==> src/rtl/stopwatch_pkg.sv <==
`default_nettype none
// ============================================================================
// Module      : stopwatch_pkg
// Description : Shared types and constants for the stopwatch display path:
//               scan state, digit index type and the active-low segment
//               patterns used for "all off" and "dash".
// Revision    : 1.0 - initial release
// ============================================================================
package stopwatch_pkg;

   // Per-slot scan phase: anodes dark (BLANK) or one anode lit (DRIVE)
   typedef enum logic [0:0] {
      BLANK = 1'b0,
      DRIVE = 1'b1
   } scan_state_t;

   // Selects one of the four display digits
   typedef logic [1:0] digit_idx_t;

   // Segment order {g,f,e,d,c,b,a}, active-low
   localparam logic [6:0] SEG_OFF  = 7'h7F;
   localparam logic [6:0] SEG_DASH = 7'b0111111;
   localparam logic [3:0] AN_OFF   = 4'hF;

endpackage
`default_nettype wire

==> src/rtl/bcd_to_seg.sv <==
`default_nettype none
// ============================================================================
// Module      : bcd_to_seg
// Description : Combinational BCD to active-low seven-segment decoder.
//               Non-decimal codes 10..15 render as a dash.
// Ports       : bcd [3:0] - digit value in
//               seg [6:0] - {g,f,e,d,c,b,a}, active-low
// Revision    : 1.0 - initial release
// ============================================================================
module bcd_to_seg
   import stopwatch_pkg::*;
(
   input  logic [3:0] bcd,
   output logic [6:0] seg
);

   always_comb begin
      seg = SEG_DASH;
      case (bcd)
         4'd0: seg = 7'b1000000;
         4'd1: seg = 7'b1111001;
         4'd2: seg = 7'b0100100;
         4'd3: seg = 7'b0110000;
         4'd4: seg = 7'b0011001;
         4'd5: seg = 7'b0010010;
         4'd6: seg = 7'b0000010;
         4'd7: seg = 7'b1111000;
         4'd8: seg = 7'b0000000;
         4'd9: seg = 7'b0010000;
         default: seg = SEG_DASH;
      endcase
   end

endmodule
`default_nettype wire

==> src/rtl/stopwatch_display.sv <==
`default_nettype none
// ============================================================================
// Module      : stopwatch_display
// Description : Time-multiplexed four-digit seven-segment driver. Digits are
//               snapshotted once per scan frame, decoded to active-low
//               segments and scanned with a blank gap at the start of each
//               digit slot to suppress ghosting.
// Ports       : clock          - system clock
//               reset          - asynchronous, active-high
//               d0..d3 [3:0]   - BCD digits (d0 rightmost)
//               lap            - hold the snapshot at the frame boundary
//               an  [3:0]      - anodes, active-low
//               seg [6:0]      - {g,f,e,d,c,b,a}, active-low
//               dp             - decimal point, active-low
// Revision    : 1.0 - initial release
// ============================================================================
module stopwatch_display
   import stopwatch_pkg::*;
#(
   parameter int         SCAN_DIV     = 100_000,
   parameter int         BLANK_CYCLES = 1_000,
   parameter logic [3:0] DP_MASK      = 4'b0010,
   parameter bit         LZB          = 1'b1
) (
   input  logic       clock,
   input  logic       reset,
   input  logic [3:0] d0,
   input  logic [3:0] d1,
   input  logic [3:0] d2,
   input  logic [3:0] d3,
   input  logic       lap,
   output logic [3:0] an,
   output logic [6:0] seg,
   output logic       dp
);

   localparam int                CNT_W     = $clog2(SCAN_DIV);
   localparam logic [CNT_W-1:0] CNT_LAST  = CNT_W'(SCAN_DIV - 1);
   localparam logic [CNT_W-1:0] CNT_DRIVE = CNT_W'(BLANK_CYCLES);

   logic [CNT_W-1:0] cnt_q, cnt_d;
   digit_idx_t       idx_q, idx_d;
   logic [3:0][3:0]  snap_q, snap_d;
   logic [3:0]       an_q, an_d;
   logic [6:0]       seg_q, seg_d;
   logic             dp_q, dp_d;

   scan_state_t      state;
   logic             slot_end;
   logic             frame_end;
   logic             lz_blank;
   logic [3:0]       digit_sel;
   logic [6:0]       digit_seg;

   // Single decoder shared by all slots, fed from the current slot's digit
   assign digit_sel = snap_q[idx_q];

   bcd_to_seg u_dec (
      .bcd (digit_sel),
      .seg (digit_seg)
   );

   always_comb begin
      slot_end  = (cnt_q == CNT_LAST);
      frame_end = slot_end && (idx_q == 2'd3);

      cnt_d = slot_end ? '0 : cnt_q + 1'b1;
      idx_d = slot_end ? idx_q + 1'b1 : idx_q;

      // Latch all four digits together so a frame never mixes old and new
      snap_d = snap_q;
      if (frame_end && !lap) begin
         snap_d = {d3, d2, d1, d0};
      end

      state    = (cnt_q < CNT_DRIVE) ? BLANK : DRIVE;
      lz_blank = LZB && (idx_q == 2'd3) && (digit_sel == 4'd0);

      // Segments only ever change together with the anode going dark or
      // lighting, since they are forced off throughout the blank phase
      an_d  = AN_OFF;
      seg_d = SEG_OFF;
      dp_d  = 1'b1;
      if (state == DRIVE && !lz_blank) begin
         an_d[idx_q] = 1'b0;
         seg_d       = digit_seg;
         dp_d        = ~DP_MASK[idx_q];
      end
   end

   always_ff @(posedge clock or posedge reset) begin
      if (reset) begin
         cnt_q  <= '0;
         idx_q  <= '0;
         snap_q <= '0;
         an_q   <= AN_OFF;
         seg_q  <= SEG_OFF;
         dp_q   <= 1'b1;
      end else begin
         cnt_q  <= cnt_d;
         idx_q  <= idx_d;
         snap_q <= snap_d;
         an_q   <= an_d;
         seg_q  <= seg_d;
         dp_q   <= dp_d;
      end
   end

   assign an  = an_q;
   assign seg = seg_q;
   assign dp  = dp_q;

endmodule
`default_nettype wire
==> config.mk <==
export PLATFORM = sky130hd
export DESIGN_NAME = stopwatch_display
export DESIGN_NICKNAME = d
export VERILOG_FILES = /design/src/rtl/stopwatch_pkg.sv /design/src/rtl/bcd_to_seg.sv /design/src/rtl/stopwatch_display.sv
export SDC_FILE = /design/constraint.sdc
export NUM_CORES = 1
export LEC_CHECK = 0
export CAP_MARGIN = 20
export CORE_MARGIN = 8
export CORE_UTILIZATION = 58
export DETAILED_ROUTE_END_ITERATION = 10
export GPL_TIMING_DRIVEN = 0
export PLACE_DENSITY = 0.87
export SLEW_MARGIN = 20
export SYNTH_ARGS = -nofsm -noshare
export SYNTH_HDL_FRONTEND = slang
export SYNTH_SLANG_ARGS = --single-unit
==> constraint.sdc <==
create_clock -name clock -period 5.94 [get_ports clock]
set_input_delay 0.594 -clock clock [delete_from_list [all_inputs] [get_ports clock]]
set_output_delay 0.594 -clock clock [all_outputs]
set_load 0.01 [all_outputs]
==> flow_metrics.py, run 1 <==
metrics = {
    "setup_path": {
        "crit_path_start_kind": "register",
        "crit_family": "simple AND/OR/NAND/NOR gates",
        "cp.arrival_ps": 2540,
        "crit_chain": "or4_1 > buf_2 > nor4_4 > buf_6 > mux2_2",
        "worst-path-buf-inv": 2,
        "worstPathMaxFanout": 10,
        "critical_path_required_ps": 6120,
        "path_class": "register to register",
        "crit_slowest_cell": "nor4_4",
        "endpoint_kind": "register",
        "crit_path_max_incr_delay_ps": 570,
    },
    "floorplanning": {
        "coreArea_sq_mm": 0.003633,
        "initial_core_util_pct": 59.47,
        "die_x_um": 77.04,
        "die_h_um": 77.04,
        "die-area_sq_mm": 0.005934,
        "io_pins": 31,
        "num_rows": 22,
    },
    "finish": {
        "final_cell_mix": "dfrtp_1 (35), clkdlybuf4s50_1 (30), nand2_1 (17), mux2_2 (17), nor2_1 (12)",
        "design_area_sq_mm": 0.002633,
        "layout_commonest_cell": "dfrtp_1",
        "register_area_sq_mm": 0.001165,
        "nFillCells": 252,
        "antenna_cells": 0,
        "area_growth_pct": 21.83,
        "drive_gt1_share_pct": 23.47,
        "nets": 241,
        "utilization_pct": 72.45,
        "multiInputGateArea_sq_um": 945.9,
    },
    "route": {
        "via_per_inst": 5.418,
        "drc_errors": 0,
        "wire_per_inst_um": 15.19,
        "vias": 1414,
        "first_pass_iters": 4,
        "initialDrtViolationCount": 126,
        "drt-total-wl_mm": 3.965,
        "ant_nets": 0,
    },
    "logic_synthesis": {
        "netlist_instances": 174,
        "synth_area_leaders": "dfrtp_1 (41%), dfstp_2 (13%), mux2_2 (8.9%)",
        "ys_seq_elements": 46,
        "synth_area_per_cell_sq_um": 12.42,
        "mappedNetlistNets": 203,
        "synth_warnings": 0,
        "synth_top_cell_area_share_pct": 40.53,
        "post-synth-top-area-cell": "dfrtp_1",
        "synth_area_sq_mm": 0.002161,
        "synth-seq-area-share_pct": 53.91,
        "synth_cell_type_count": 38,
    },
    "global_route": {
        "antenna_found_initial": 0,
        "grt_first_pass_wirelength_mm": 7.079,
        "gr-usage-all-layers_pct": 14.54,
        "grt_max_degree": 34,
        "grt_pass1_vias": 1566,
        "gr-total-overflow": 0,
    },
    "cts": {
        "cts_tree": "yes",
        "clock_sinks": 46,
        "ctsResizeCount": 0,
        "cts_hold_buf": 0,
        "clk_latency_ps": 290,
        "cts-root-buf": "clkbuf_8",
        "cts_max_level": 2,
        "cts_setup_buffers": 0,
        "clkTransAtPathRegs_ps": 80,
        "ctsLongestPathBuffers": 2,
        "cts_buffers": 5,
    },
    "power": {
        "ir_drop_uv": 156.1,
        "p_leak_nw": 1.150,
        "power.total_uw": 521.8,
        "p_per_area_mw_per_mm2": 198.2,
    },
    "timing": {
        "finalClockSkew_ps": 7.010,
        "fin_crit_ps": 2363,
        "max_freq_mhz": 423.1,
        "timing.setup.tns_ps": 0,
        "fin_ws_ps": 3577,
        "relSlewSlack_pct": 52.42,
        "hold_viol_final": 0,
        "worst_pin_slew_ps": 709.8,
        "period_share_pct": 39.79,
        "slew_violations": 0,
        "rsz0062_at_grt": "no",
        "finalSetupViolations": 0,
    },
    "place": {
        "pre_cts_ws_ps": 3442,
        "postPlaceCellArea_sq_mm": 0.002541,
        "dp_hpwl_mm": 3.040,
        "finalWeightedCongestion": 0.7901,
        "io_buffers": 30,
    },
    "run_status": {
        "status": "completed",
    },
    "worst_hold_path": {
        "hold_path_class": "register to register",
    },
    "flow_run": {
        "maxCapViolations": 0,
    },
}
[layer usage]
| layer | global-route usage (%) | wire length [um] | vias to the layer above |
|---|---|---|---|
| met4 | 3.962 | 57 | 0 |
| met3 | 5.944 | 250 | 7 |
| met1 | 16.13 | 1646 | 693 |
| met5 | 0 | 0 | - |
| li1 | - | - | 677 |
| met2 | 25.06 | 2011 | 37 |
[flip-flops by register name, indices dropped and copies added (netlist names)]
| name | flops |
|---|---|
| seg | 7 |
| snap_q | 16 |
| an | 4 |
| idx_q | 2 |
| cnt_q | 17 |
[where the power goes]
part | total [mW] | internal [mW] | switching [mW]
sequential | 0.313 | 0.313 | 0
combinational | 0.0193 | 0.0118 | 0.00757
clock | 0.189 | 0.0938 | 0.0954
total | 0.522 | 0.419 | 0.103
[synthesized netlist by cell type (all sizes together)]
cell type  number
a211o           1
a21oi           4
and2            2
and3b           1
and4            3
buf             3
clkbuf          2
dfrtp          35
dfstp          11
ha             10
inv             5
mux2           17
mux2i           1
mux4            4
nand2          17
nand2b          2
nand3           3
nand4           4
nor2           12
nor2b           2
nor3            4
nor4            1
o21a            1
o21ai           6
o21bai          1
o311a           1
o31a            1
o31ai           2
or2             1
or3             1
or4             2
xnor2           9
xor2            5
[kinds of logic (layout without fill, tap and decap cells)]
family / Yosys count / after routing / share of synthesized area [%]
XOR/XNOR: 14 / 14 / 5.675
flip-flops: 46 / 46 / 53.91
AO/OA/AOI/OAI: 17 / 17 / 5.038
buffers and inverters: 10 / 49 / 2.316
adder cells (fa/ha/maj): 10 / 10 / 5.790
AND/OR/NAND/NOR: 55 / 55 / 13.78
multiplexers: 22 / 22 / 13.49
[worst reg2reg max path, stage by stage (launching register included)]
cell and delay (ps):
dfrtp_1 420, or4_1 520, buf_2 170, nor4_4 570, buf_6 230, mux2_2 340
[metrics by stage]
stage	hold slack [ps]	instances
finish	458.5	261
global route	484.5	261
CTS	460.7	261
detailed placement	450.0	253
global placement	442.5	252
floorplan	432.9	174
[area by class of cell]
class	count	share of cell area (%)
Clock inverter	1	0.1901
Inverter	5	0.7129
Sequential cell	46	44.25
Timing Repair Buffer	31	12.17
Buffer	5	1.188
Multi-Input combinational cell	118	35.93
Tap cell	48	2.281
Clock buffer	7	3.279
[path summary, 6_finish.rpt]
kind / start / endpoint / slack, ps / depth (start not counted)
setup / recovery: cnt_q[13]$_DFF_PP0_ / snap_q[1]$_DFFE_PP0P_ / 3580 / 5
hold / removal: cnt_q[0]$_DFF_PP0_ / cnt_q[0]$_DFF_PP0_ / 460 / 1
setup reg to reg: cnt_q[13]$_DFF_PP0_ / snap_q[1]$_DFFE_PP0P_ / 3580 / 5
hold reg to reg: cnt_q[0]$_DFF_PP0_ / cnt_q[0]$_DFF_PP0_ / 460 / 1
max in group asynchronous: reset / seg[2]$_DFF_PP1_ / 4840 / 3
min in group asynchronous: reset / cnt_q[15]$_DFF_PP0_ / 570 / 2
(Power assumes the default switching activity.)
==> run 2, diff against run 1 <==
--- a/config.mk
+++ b/config.mk
@@ -7,10 +7,10 @@
 export LEC_CHECK = 0
 export CAP_MARGIN = 20
 export CORE_MARGIN = 8
-export CORE_UTILIZATION = 58
+export CORE_UTILIZATION = 54
 export DETAILED_ROUTE_END_ITERATION = 10
 export GPL_TIMING_DRIVEN = 0
-export PLACE_DENSITY = 0.87
+export PLACE_DENSITY = 0.82
 export SLEW_MARGIN = 20
 export SYNTH_ARGS = -nofsm -noshare
 export SYNTH_HDL_FRONTEND = slang
==> constraint.sdc (replaced) <==
create_clock -name clock -period 2.2 [get_ports clock]
set_input_delay 0.22 -clock clock [delete_from_list [all_inputs] [get_ports clock]]
set_output_delay 0.22 -clock clock [all_outputs]
set_load 0.01 [all_outputs]
==> run 2 against run 1 <==
Via count rose by 2.6%. Combinational power rose to 2.8 times the previous value. Non-clock buffer count rose by 4. Clock skew rose by 2.6 ps. Total power rose to 3.1 times the previous value.
==> flow_metrics.py, run 2 (same netlist as run 1, synthesis figures left out) <==
metrics = {
    "run_status": {
        "status": "completed",
    },
    "timing": {
        "fin_crit_ps": 2113,
        "relSlewSlack_pct": 64.85,
        "period_share_pct": 96.04,
        "worst_pin_slew_ps": 523.2,
        "hold_viol_final": 0,
        "timing.setup.tns_ps": 0,
        "slew_violations": 0,
        "fin_ws_ps": 87.12,
        "max_freq_mhz": 473.3,
        "hold_ws_ps": 249.8,
        "finalClockSkew_ps": 9.584,
        "finalSetupViolations": 0,
    },
    "route": {
        "ant_nets": 0,
        "first_pass_iters": 4,
        "drt-total-wl_mm": 4.028,
        "wire_per_inst_um": 15.09,
        "drc_errors": 0,
        "vias": 1451,
        "via_per_inst": 5.434,
        "initialDrtViolationCount": 90,
    },
    "setup_path": {
        "reg2regPathDepth": 6,
        "r2r-end": "snap_q[6]$_DFFE_PP0P_",
        "cp.arrival_ps": 2290,
        "reg2reg_from": "cnt_q[8]$_DFF_PP0_",
        "crit_path_max_incr_delay_ps": 420,
        "worstPathMaxFanout": 6,
        "critical_path_required_ps": 2380,
        "path_class": "register to register",
        "crit_path_start_kind": "register",
        "crit_slowest_cell": "dfrtp_1",
        "crit_family": "simple AND/OR/NAND/NOR gates",
        "rrSetupSlack_ps": 90,
        "worst-path-buf-inv": 2,
        "endpoint_kind": "register",
        "crit_chain": "nor3_1 > nand4_1 > nor4_4 > buf_6 > clkbuf_16 > mux2_2",
    },
    "cts": {
        "clkTransAtPathRegs_ps": 80,
        "cts_tree": "yes",
        "clk_latency_ps": 290,
        "cts_max_level": 2,
        "ctsLongestPathBuffers": 2,
        "cts-root-buf": "clkbuf_8",
        "clock_sinks": 46,
        "cts_hold_buf": 0,
        "cts_buffers": 5,
    },
    "global_route": {
        "use_met2_pct": 22.43,
        "gr-total-overflow": 0,
        "grt_util_met3_pct": 3.612,
        "use_met1_pct": 15.93,
        "grt_max_degree": 28,
        "busiest_layer": "met2",
        "gr-usage-all-layers_pct": 13.22,
        "grt_pass1_vias": 1537,
        "antenna_found_initial": 0,
        "grt_first_pass_wirelength_mm": 6.720,
    },
    "finish": {
        "regMostFlops": "cnt_q",
        "area_growth_pct": 27.85,
        "antenna_cells": 0,
        "fin_cells": 267,
        "utilization_pct": 70.59,
        "layout_commonest_cell": "dfrtp_1",
        "final_cell_mix": "dfrtp_1 (34), clkdlybuf4s50_1 (30), mux2_2 (17), nand2_1 (16), nor2_1 (12)",
        "largest_register_ffs": 17,
        "design_area_sq_mm": 0.002763,
        "drive_gt1_share_pct": 26.73,
        "nets": 245,
    },
    "floorplanning": {
        "die-area_sq_mm": 0.006281,
        "coreArea_sq_mm": 0.003914,
        "initial_core_util_pct": 55.21,
        "die_x_um": 79.26,
        "io_pins": 31,
        "die_h_um": 79.26,
        "num_rows": 23,
    },
    "power": {
        "ir_drop_uv": 453.8,
        "p_leak_nw": 1.202,
        "power.total_mw": 1.617,
        "p_per_area_mw_per_mm2": 585.3,
    },
    "place": {
        "pre_cts_ws_ps": -192.6,
        "postPlaceCellArea_sq_mm": 0.002551,
        "io_buffers": 30,
        "finalWeightedCongestion": 0.7476,
        "dp_hpwl_mm": 2.921,
        "dp.cells": 255,
    },
    "flow_run": {
        "maxCapViolations": 0,
    },
    "worst_hold_path": {
        "hold_path_class": "input pin to async pin",
    },
}
## run 2: cell count changes in the layout (fill, tap and decap cells not counted), sizes merged
cell | before | now
buf | 4 | 8
bufinv | 0 | 2
clkbuf | 9 | 7
## run 2: worst register-to-register path, cell delays in order (launching register included)
cell and delay [ps]:
dfrtp_1 420, nor3_1 230, nand4_1 310, nor4_4 380
buf_6 180, clkbuf_16 150, mux2_2 320
## run 2: metal layers
layer,wire [um],vias to the layer above
li1,-,689
met5,0,-
met3,203,5
met2,2000,39
met1,1792,718
met4,31,0
## run 2: report_power, final
| part | switching [mW] | internal, mW |
|---|---|---|
| Clock | 0.268 | 0.449 |
| Sequential | 0 | 0.846 |
| Combinational | 0.0208 | 0.0332 |
| Total | 0.289 | 1.33 |
## run 2: how the worst max path moves through the flow
stage	from	to	slack [ps]	depth (start not counted)
detailed placement	cnt_q[13]$_DFF_PP0_	snap_q[11]$_DFFE_PP0P_	-190	5
floorplan	cnt_q[13]$_DFF_PP0_	snap_q[0]$_DFFE_PP0P_	80	5
finish	cnt_q[8]$_DFF_PP0_	snap_q[6]$_DFFE_PP0P_	90	6
global route	cnt_q[5]$_DFF_PP0_	snap_q[6]$_DFFE_PP0P_	-7	6
global placement	cnt_q[13]$_DFF_PP0_	snap_q[1]$_DFFE_PP0P_	-140	5
CTS	cnt_q[13]$_DFF_PP0_	snap_q[11]$_DFFE_PP0P_	8	6
## run 2: area by class of cell
type	instances	area (sq um)
sequential	46	1166
multi-input combinational	118	958.4
buffer	4	37.54
timing repair buffer	36	386.6
inverter	5	18.77
clock buffer	5	68.82
tap	50	62.56
fill	273	1151
clock inverter	3	63.81
## run 2: repair_timing
item / in CTS / in global routing
setup endpoints to repair: 28 / 23
gates resized for setup: 1 / 8
pin swaps: 1 / 1
buffers inserted: 4 / 0
gates cloned: 0 / 1
==> run 3, diff against run 2 <==
==> constraint.sdc (replaced) <==
create_clock -name clock -period 2.4 [get_ports clock]
set_input_delay 0.24 -clock clock [delete_from_list [all_inputs] [get_ports clock]]
set_output_delay 0.24 -clock clock [all_outputs]
set_load 0.01 [all_outputs]
==> run 3 against run 2 <==
Worst hold slack better by 23 ps. Maximum frequency down 5.2%. Core utilization down 1.3 points. First-iteration DRC count down 19%. Design area down 1.9%. Total power down 8.4%. Clock power down 8.4%. Worst setup slack better by 85 ps. Flip-flop and latch count unchanged. Largest cell class unchanged.
==> flow_metrics.py, run 3 (same netlist as run 1, synthesis figures left out) <==
metrics = {
    "route": {
        "ant_nets": 0,
        "via_per_inst": 5.346,
        "vias": 1422,
        "wire_per_inst_um": 14.44,
        "drt-total-wl_mm": 3.842,
        "drc_errors": 0,
        "initialDrtViolationCount": 73,
        "first_pass_iters": 4,
    },
    "finish": {
        "nets": 244,
        "area_growth_pct": 25.42,
        "antenna_cells": 0,
        "drive_gt1_share_pct": 25.00,
        "largest_register_ffs": 17,
        "utilization_pct": 69.25,
        "layout_commonest_cell": "dfrtp_1",
        "regMostFlops": "cnt_q",
        "final_cell_mix": "dfrtp_1 (35), clkdlybuf4s50_1 (30), nand2_1 (17), mux2_2 (17), nor2_1 (12)",
        "design_area_sq_mm": 0.002710,
        "fin_cells": 266,
    },
    "flow_run": {
        "maxCapViolations": 0,
    },
    "global_route": {
        "gr-usage-all-layers_pct": 13.03,
        "grt_max_degree": 28,
        "antenna_found_initial": 0,
        "grt_pass1_vias": 1535,
        "gr-total-overflow": 0,
        "grt_first_pass_wirelength_mm": 6.610,
    },
    "floorplanning": {
        "die_x_um": 79.26,
        "initial_core_util_pct": 55.21,
        "io_pins": 31,
        "coreArea_sq_mm": 0.003914,
        "die-area_sq_mm": 0.006281,
        "num_rows": 23,
        "die_h_um": 79.26,
    },
    "place": {
        "pre_cts_ws_ps": 7.424,
        "dp.cells": 255,
        "postPlaceCellArea_sq_mm": 0.002551,
        "finalWeightedCongestion": 0.7476,
        "dp_hpwl_mm": 2.921,
        "io_buffers": 30,
    },
    "timing": {
        "hold_ws_ps": 272.6,
        "fin_ws_ps": 172.4,
        "max_freq_mhz": 448.9,
        "period_share_pct": 92.82,
        "slew_violations": 0,
        "worst_pin_slew_ps": 674.4,
        "fin_crit_ps": 2228,
        "finalClockSkew_ps": 9.292,
        "hold_viol_final": 0,
        "relSlewSlack_pct": 54.80,
        "timing.setup.tns_ps": 0,
        "rsz0062_at_grt": "no",
        "finalSetupViolations": 0,
    },
    "cts": {
        "clk_latency_ps": 290,
        "cts-root-buf": "clkbuf_8",
        "cts_hold_buf": 0,
        "clock_sinks": 46,
        "ctsResizeCount": 0,
        "clkTransAtPathRegs_ps": 80,
        "cts_buffers": 5,
        "cts_max_level": 2,
        "ctsLongestPathBuffers": 2,
        "cts_tree": "yes",
    },
    "setup_path": {
        "rrSetupSlack_ps": 170,
        "reg2reg_from": "cnt_q[13]$_DFF_PP0_",
        "reg2regPathDepth": 4,
        "critical_path_required_ps": 2580,
        "cp.arrival_ps": 2410,
        "worstPathMaxFanout": 10,
        "path_class": "register to register",
        "endpoint_kind": "register",
        "r2r-end": "idx_q[1]$_DFFE_PP0N_",
        "crit_path_start_kind": "register",
    },
    "power": {
        "pwr-share-seq_pct": 52.3,
        "p_comb_share_pct": 3.3,
        "p_switching_uw": 264.0,
        "power.total_mw": 1.481,
        "clockPowerShare_pct": 44.3,
        "internal_power_mw": 1.218,
        "p_leak_nw": 1.191,
        "p_per_area_mw_per_mm2": 546.6,
        "ir_drop_uv": 416.0,
        "p_sw_share_pct": 17.82,
    },
    "worst_hold_path": {
        "hold_path_class": "input pin to async pin",
    },
    "run_status": {
        "status": "completed",
    },
}
-- run 3: cell count changes in the layout (fill, tap and decap cells not counted) --
cell       delta
buf_2         +1
buf_4         +1
buf_6         -1
buf_8         -1
clkbuf_16     -1
dfrtp_1       +1
dfrtp_2       -1
nand2_1       +1
nand2_2       -1
nor3_2        +1
nor3_4        -1
or4_1         +1
or4_4         -1
-- run 3: how the worst max path moves through the flow --
stage,from,end,slack [ps],cells after the start
final,cnt_q[13]$_DFF_PP0_,idx_q[1]$_DFFE_PP0N_,170,4
after global routing,cnt_q[13]$_DFF_PP0_,idx_q[1]$_DFFE_PP0N_,30,4
after CTS,idx_q[0]$_DFFE_PP0N_,seg[0]$_DFF_PP1_,70,7
after detailed placement,cnt_q[13]$_DFF_PP0_,snap_q[11]$_DFFE_PP0P_,7,5
after global placement,cnt_q[13]$_DFF_PP0_,snap_q[1]$_DFFE_PP0P_,60,5
after floorplan,cnt_q[13]$_DFF_PP0_,snap_q[0]$_DFFE_PP0P_,280,5
-- run 3: power groups by stage --
stage | sequential (mW) | clock (mW) | combinational [mW]
2_1_floorplan | 0.790 | 0 | 0.0117
3_3_place_gp | 0.790 | 0 | 0.0430
3_5_place_dp | 0.790 | 0 | 0.0509
4_1_cts | 0.775 | 0.665 | 0.0510
5_1_grt | 0.775 | 0.701 | 0.0547
6_report | 0.775 | 0.657 | 0.0496
-- run 3: worst max-delay path, cell delays in order, from the launching register on --
cell     delay, ps
dfrtp_1        420
or4_1          530
buf_2          170
nor3_2         580
mux2_2         410
-- run 3: final cells by class --
class	instances	area [sq um]
buffer	4	27.53
inverter	5	18.77
clock inverter	3	63.81
sequential	46	1165
fill	283	1204
timing repair buffer	35	357.8
clock buffer	5	68.82
multi-input combinational	118	945.9
tap	50	62.56
-- run 3: repair_timing --
action | in CTS | in global routing
buffers inserted | 4 | 0
setup endpoints to repair | 9 | 6
pin swaps | 1 | 0
-- run 3: layer usage --
metal	routed length, um	track usage [%]	up-vias
li1	-	-	687
met5	0	0	-
met3	180	3.499	5
met4	31	3.889	0
met2	1886	22.27	27
met1	1743	15.62	703
==> RTL change, RTL diff (settings of run 2) <==
Change the parameter `LZB` from 1'b1 to 1'b0.
--- a/src/rtl/stopwatch_display.sv
+++ b/src/rtl/stopwatch_display.sv
@@ -22,3 +22,3 @@
    parameter logic [3:0] DP_MASK      = 4'b0010,
-   parameter bit         LZB          = 1'b1
+   parameter bit         LZB          = 1'b0
 ) (
Check against the original RTL: no difference found for any inputs over 10 cycles, from zero or initial values and one cycle with reset high; that may be too few to reach the edited logic, so the function may still have changed.
==> RTL change against run 2 <==
Synthesized area rose by 3.6%; clock power rose by 2%; sequential cell count did not move; combinational power fell by 1%; highest routed layer unchanged; sequential power barely moved; wire length fell by 0.25%; worst setup slack improved by 0.063 ns; power rose by 0.89%; design area rose by 0.27%; cell count rose by 1.5%.
==> RTL change: results (changes against run 2) <==
Outcome
  – Status: finished clean (unchanged)

Place
  – Gpl congestion: 0.779 (was 0.748)
  – DP Area: 2620 um2 (was 2550 um2)
  – Placed Instances: 261 (was 255)
  – DP HPWL: 3010 um (was 2920 um)
  – Setup slack at placement: -0.0368 ns (was -0.193 ns)

STA
  – Post-layout min period: 2.05 ns (was 2.11 ns)
  – Hold Slack: 0.176 ns (was 0.250 ns)
  – Clk_skew: 0.00634 ns (was 0.00958 ns)
  – Worst slew pin tran: 0.315 ns (was 0.523 ns)

Cells and area
  – Most flop-heavy register: cnt_q (unchanged)
  – Share of post-route cells with drive strength above 1: 0.244 (was 0.267)
  – Max reg flops: 17 (unchanged)
  – FF/Latch Area: 1160 um2 (was 1170 um2)
  – Fill cell count: 295 (was 273)
  – Antenna diodes: 0 (unchanged)
  – Nets@finish: 250 (was 245)
  – Layout Cells excl Fill: 271 (was 267)

Setup path
  – Worst Path Max Fanout: 5 (was 6)
  – Kind of critical path: flop to flop (unchanged)
  – Setup crit start: idx_q[0] (was cnt_q[8])
  – RR Endpoint: seg[3] (was snap_q[6])
  – Crit path arrival time: 2.26 ns (was 2.29 ns)
  – Worst reg2reg setup slack: 0.15 ns (was 0.09 ns)
  – R2R depth: 6 (unchanged)

GRT
  – First-pass GRT wire length: 7130 um (was 6720 um)
  – Vias in the first global route: 1533 (was 1537)
  – Largest net degree at the start of global routing: 34 (was 28)
  – GRT Total Usage: 0.140 (was 0.132)
  – Initial antenna violation count: 0 (unchanged)

Logic synthesis
  – Syn_nets: 210 (was 203)
  – Top post-synthesis cells by area: dfrtp_1 39%, dfstp_2 13%, mux2_4 6.7% (was dfrtp_1 41%, dfstp_2 13%, mux2_2 8.9%)
  – Asr flop ratio synth: 1.00 (unchanged)
  – Seq/Total Area, Yosys: 0.520 (was 0.539)
  – Post-synth EDFFs: 0 (unchanged)
  – Top post-synthesis cells by count: 35 x dfrtp_1, 13 x nor2_1, 11 x dfstp_2, 11 x ha_1 (was 35 x dfrtp_1, 17 x mux2_2, 17 x nand2_1)
  – Cell count after synthesis: 180 (was 174)
  – Netlist cell types: 33 (was 38)

Routing
  – DR iter-0 viols: 123 (was 90)
  – Vias per cell: 5.38 (was 5.43)
  – WL final: 4020 um (was 4030 um)
  – Drt pass-1 iters: 4 (unchanged)

Clock tree
  – Clock transition at path regs: roughly 0.090 ns
  – CTS Buffer Depth: 2 (unchanged)
  – Clk Latency, worst-skew pair: about 0.30 ns

Pwr
  – Leak: 1.21 nW (was 1.20 nW)
  – Max VDD drop: 0.526 mV (was 0.454 mV)
[RTL change: changes by cell type after synthesis, moves of 3 or more]
cell | run 2 | this run
mux2_4 | 0 | 10
nor3_1 | 3 | 6
a21oi_1 | 4 | 7
or2_2 | 1 | 4
nand2_1 | 17 | 10
nand3_1 | 3 | 9
mux2_2 | 17 | 7
[RTL change: final cells by class]
class | count | share of cell area
Inverter | 7 | 0.00949
Tap cell | 50 | 0.0226
Sequential cell | 46 | 0.421
Clock inverter | 3 | 0.0230
Timing Repair Buffer | 33 | 0.121
Clock buffer | 5 | 0.0248
Buffer | 5 | 0.0131
Multi-Input combinational cell | 122 | 0.365
[RTL change: cell families (layout without fill, tap and decap cells)]
group	count (synthesis)	after routing	synth area share
AO/OA/AOI/OAI	17	17	0.0414
XOR/XNOR	15	15	0.0587
adder cells (fa/ha/maj)	11	11	0.0615
buffers and inverters	12	53	0.0274
flip-flops	46	46	0.520
multiplexers	21	21	0.143
AND/OR/NAND/NOR	58	58	0.148
[RTL change: worst max-delay path, stage by stage, from the launching register on]
cell and delay (ns):
dfrtp_1 0.38, clkbuf_2 0.23, mux4_2 0.60, ha_1 0.21, or2_2 0.30, a21oi_1 0.16
o21ai_0 0.09
[RTL change: report_power, final]
part	internal, mW	switching (mW)
combinational	0.0322	0.0210
clock	0.449	0.283
sequential	0.846	0
total	1.33	0.304
[RTL change: routing by layer]
metal  up-vias  part of all wire  GRT usage
met3         7             0.041     0.0313
met1       721              0.48      0.185
met4         0             0.013     0.0564
li1        706                 -          -
met2        25              0.46      0.217
met5         -                 0          0
[RTL change: timing repair]
item,CTS,global route
buffers inserted,2,0
resized for setup,1,0
hold endpoints to repair,0,0
setup endpoints to repair,12,0
